## config.mk

```make
export PLATFORM = sky130hd
export DESIGN_NAME = sync_down_counter
export DESIGN_NICKNAME = d
export VERILOG_FILES = /design/src/rtl/counters_pkg.sv /design/src/rtl/tick_prescaler.sv /design/src/rtl/sync_down_counter.sv
export SDC_FILE = /design/constraint.sdc
export NUM_CORES = 1
export LEC_CHECK = 0
export CORE_MARGIN = 3
export CORE_UTILIZATION = 40
export CTS_BUF_LIST = sky130_fd_sc_hd__clkbuf_4
export CTS_CLUSTER_DIAMETER = 50
export DETAILED_ROUTE_END_ITERATION = 6
export PLACE_DENSITY_LB_ADDON = 0.1
export SYNTH_ARGS = -nofsm -noshare
export SYNTH_HDL_FRONTEND = slang
export SYNTH_SLANG_ARGS = --single-unit
```

## constraint.sdc

```tcl
create_clock -name clk -period 2.1 [get_ports clk]
set_input_delay 0.63 -clock clk [delete_from_list [all_inputs] [get_ports clk]]
set_output_delay 0.63 -clock clk [all_outputs]
set_load 0.02 [all_outputs]
```

## src/rtl/counters_pkg.sv

```systemverilog
// Shared types and defaults for the counters library.
package counters_pkg;

    localparam int DCNT_WIDTH = 4;

    typedef enum logic [1:0] {
        IDLE = 2'd0,
        RUN  = 2'd1,
        DONE = 2'd2
    } dcnt_state_t;

endpackage

```

## src/rtl/tick_prescaler.sv

```systemverilog
// Divides an enable stream by PRESCALE: one tick per PRESCALE enabled cycles.
// Only compiled when DOWN_CNT_PRESCALE_EN is defined.
`ifdef DOWN_CNT_PRESCALE_EN
module tick_prescaler #(
    parameter int PRESCALE = 4
) (
    input  logic clk,
    input  logic rst,
    input  logic clr,
    input  logic en_in,
    output logic tick_out
);

    localparam int PW = (PRESCALE > 1) ? $clog2(PRESCALE) : 1;
    localparam logic [PW-1:0] TOP = PW'(PRESCALE - 1);

    logic [PW-1:0] cnt;

    // Down-counter: the enabled cycle that finds it at zero is the tick.
    assign tick_out = en_in && (cnt == '0);

    always_ff @(posedge clk or negedge rst) begin
        if (!rst) begin
            cnt <= TOP;
        end else if (clr) begin
            cnt <= TOP;
        end else if (en_in) begin
            cnt <= (cnt == '0) ? TOP : cnt - PW'(1);
        end
    end

endmodule
`endif

```

## src/rtl/sync_down_counter.sv

```systemverilog
// Loadable down counter with terminal-count pulse, one-shot or auto-reload.
// Optional enable prescaler selected by DOWN_CNT_PRESCALE_EN.
//
//   state | meaning
//   IDLE  | after reset, waiting for the first load
//   RUN   | counting down on each tick
//   DONE  | reached zero (or loaded with 0), holding until the next load
module sync_down_counter
    import counters_pkg::*;
#(
    parameter int WIDTH    = DCNT_WIDTH,
    parameter int PRESCALE = 4
) (
    input  logic             clk,
    input  logic             rst,
    input  logic             enable,
    input  logic             load,
    input  logic [WIDTH-1:0] load_val,
    input  logic             auto_reload,
    output logic [WIDTH-1:0] count,
    output logic             tc,
    output logic             busy
);

    localparam logic [WIDTH-1:0] ONE = WIDTH'(1);

    if (PRESCALE < 1) begin : g_bad_prescale
        $error("sync_down_counter: PRESCALE must be >= 1");
    end

    dcnt_state_t      state, state_nxt;
    logic [WIDTH-1:0] reload_reg, reload_nxt;
    logic [WIDTH-1:0] count_nxt;
    logic             tc_nxt;
    logic             tick;

`ifdef DOWN_CNT_PRESCALE_EN
    tick_prescaler #(
        .PRESCALE (PRESCALE)
    ) u_prescaler (
        .clk      (clk),
        .rst      (rst),
        .clr      (load),
        .en_in    (enable),
        .tick_out (tick)
    );
`else
    assign tick = enable;
`endif

    always_comb begin
        state_nxt  = state;
        count_nxt  = count;
        reload_nxt = reload_reg;
        tc_nxt     = 1'b0;
        // Load always wins over a coincident tick.
        if (load) begin
            count_nxt  = load_val;
            reload_nxt = load_val;
            state_nxt  = (load_val != '0) ? RUN : DONE;
        end else if (tick && (state == RUN)) begin
            if (count > ONE) begin
                count_nxt = count - ONE;
            end else if (count == ONE) begin
                count_nxt = '0;
                tc_nxt    = 1'b1;
            end else if (auto_reload && (reload_reg != '0)) begin
                count_nxt = reload_reg;
            end else begin
                state_nxt = DONE;
            end
        end
    end

    always_ff @(posedge clk or negedge rst) begin
        if (!rst) begin
            state      <= IDLE;
            count      <= '0;
            reload_reg <= '0;
            tc         <= 1'b0;
            busy       <= 1'b0;
        end else begin
            state      <= state_nxt;
            count      <= count_nxt;
            reload_reg <= reload_nxt;
            tc         <= tc_nxt;
            busy       <= (state_nxt == RUN);
        end
    end

endmodule
```

==> impl_metrics.csv <==
group,metric,value,unit
grt,grt_pass1_vias,564,
sta,post-route-min-period,2.020,ns
clock_tree,cts_buffer_depth,2,
sta,setup_slack,0.08004,ns
pwr,p_leak,0.3902,nW
finish,n_antenna_cell,0,
drt,drc_errors,0,
logic_synthesis,synthArstFlopShare,100.0,%
clock_tree,cts-buffers-inserted,3,
setup_path,cp.arrival,1.39,ns
clock_tree,cts.clk_slew.worst_paths,0.08,ns
hold_path,min_from,"state[0]",
finish,nFillCells,148,
logic_synthesis,yosysWarningCount,0,
logic_synthesis,synth_edf_count,0,
pwr,power,0.0006235,W
logic_synthesis,syn-cell-area,714.4,um2
drt,dr_total_vias,602,
logic_synthesis,syn_nets,82,
placement,post-place-ws,0.1025,ns
clock_tree,cts_tree,"done",
logic_synthesis,ys.flop_type,"dfrtp_1",
drt,ant_nets,0,
finish,num-nets-final,103,
logic_synthesis,synth.most_common_cell,"dfrtp_1",
logic_synthesis,synthDistinctLibCells,31,
setup_path,setup.worst_path.start_class,"flip-flop",
run,max_cap_violations,0,
grt,grt_antenna_before_repair,0,
sta,maxSlewViolCount,0,
grt,grt_max_degree,17,
setup_path,cp_num_buf_inv,1,
drt,vias_per_cell,5.235,
logic_synthesis,avgSynthCellArea,10.06,um2
sta,setup_viol,0,
sta,slew_headroom,62.81,%
clock_tree,clock_sink_count,12,
finish,syn_to_final_growth,30.82,%
floorplanning,die_x,48.26,um
hold_path,hp-class,"flip-flop to flip-flop",
drt,first_iter_violations,7,
setup_path,crit_slowest_cell,"clkdlybuf4s50_1",
placement,hpwlAfterDp,1164,um
clock_tree,clkLatencyLatePin,0.28,ns
grt,grt_use_total,15.70,%
sta,fin_setup_tns,0,ns
grt,grt_pass1_wl,2442,um
logic_synthesis,synth_area_leader_cell,"dfrtp_1",
finish,fin_area,934.6,um2
setup_path,cp_max_fo,7,
sta,finalHoldViolCount,0,
logic_synthesis,postSynthCellCount,71,
logic_synthesis,synth_common_cells,"dfrtp_1, nor2_1, inv_1",
sta,tightest_slew,0.5562,ns
logic_synthesis,synth_seq_area_share,42.03,%
placement,postPlaceCellArea,907.1,um2
floorplanning,ios,15,
run_status,status,"complete, no violations",
sta,rsz0062_at_grt,"false",
floorplanning,core.rowCount,14,
setup_path,critPathLaunch,"count[0]",
setup_path,cp.required,1.47,ns
finish,drive_gt1_share,16.48,%
sta,fmax,495.1,MHz
logic_synthesis,ys_ff_latch,12,
logic_synthesis,ys_top_cells_by_area,"dfrtp_1, o41ai_4, nor2_1",
floorplanning,dieArea,2329,um2
setup_path,path_delay_family,"buffers and inverters",
drt,dr.pass1.iters,3,
pwr,power.density,667.1,nW/um2
floorplanning,fp.dieH,48.26,um
clock_tree,htreeDepth,1,
setup_path,cp-end-kind,"output pin",
clock_tree,ctsRootBufferMaster,"clkbuf_4",
grt,grt_overflow_total,0,
sta,clock-skew-final,0.008007,ns
pwr,ir_drop,0.3765,mV
drt,routedWlPerCell,13.42,um
placement,numPortBuffers,14,
floorplanning,core_area,1594,um2
setup_path,cp_cell_sequence,"clkdlybuf4s50_1",
floorplanning,start_util,44.82,%
setup_path,path_class,"flip-flop to output pin",
placement,gp_congestion,0.8166,
setup_path,cp_slowest_stage_delay,0.64,ns
logic_synthesis,netlist.area_leader.share,42.03,%
setup_path,timing.rr.start,"count[0]",
drt,routed_wl,1543,um
sta,layout_worst_path_cycle_share,96.19,%
-- per-stage QoR --
stage	utilization [%]	cells	hold slack, ns
after detailed placement	56.91	111	0.5507
after global placement	56.91	111	0.5416
after floorplan	-	71	0.3344
final	58.63	115	0.5759
after CTS	58.63	115	0.5689
after global routing	58.63	115	0.5913
-- placed cells by master (no fill, tap or decap), drive strengths merged, types with 3 or more instances in the layout --
master / count
a21oi: 5
buf: 4
clkbuf: 3
clkdlybuf4s50: 14
dfrtp: 12
inv: 5
nand2: 5
nor2: 7
nor3: 3
o21ai: 6
o31ai: 4
-- logic make-up (layout without fill, tap and decap cells) --
logic type | count (synthesis) | after routing | synth area share (%)
AOI/OAI and AO/OA | 23 | 23 | 25.92
muxes | 2 | 2 | 3.152
DFF | 12 | 12 | 42.03
and+or+nand+nor | 25 | 25 | 21.72
buffers and inverters | 7 | 27 | 3.677
adders and majority gates | 2 | 2 | 3.502
-- layer usage --
layer	track usage (%)	vias to the layer above	share of wire, %
li1	-	301	-
met1	21.62	287	51
met2	22.92	12	45
met3	2.214	2	3.3
met4	9.677	0	0.78
met5	0	-	0
-- worst paths after layout --
check | to | slack, ns | cells after the start
max reg2reg | count[3] | 0.31 | 6
min in group asynchronous | count[0] | 0.71 | 1
max in group asynchronous | count[2] | 1.00 | 1
min reg2reg | state[1] | 0.58 | 1
max | count[0] | 0.08 | 1
min | state[1] | 0.58 | 1
-- where the power goes --
part / total (W) / switching (W) / internal, W
Sequential: 0.000284 / 0.0000299 / 0.000254
Clock: 0.000148 / 0.0000790 / 0.0000688
Combinational: 0.000192 / 0.0000974 / 0.0000944
-- what timing repair did --
action	4_1_cts	5_1_grt
endpoints found under the setup margin	1	0
hold buffers	0	0
gates resized for setup	1	0
setup buffers	0	0
endpoints found under the hold margin	0	0
-- area by class of cell --
| type | count | area [um2] | area share [%] |
|---|---|---|---|
| flip-flops and latches | 12 | 301.5 | 32.26 |
| well taps | 24 | 30.03 | 3.213 |
| repair buffers | 18 | 170.2 | 18.21 |
| multi-input cells | 52 | 387.9 | 41.50 |
| clock inverters | 1 | 3.754 | 0.4016 |
| inverters | 5 | 18.77 | 2.008 |
| clock buffers | 3 | 22.52 | 2.410 |
No activity file was read; power rests on OpenSTA's default activity.
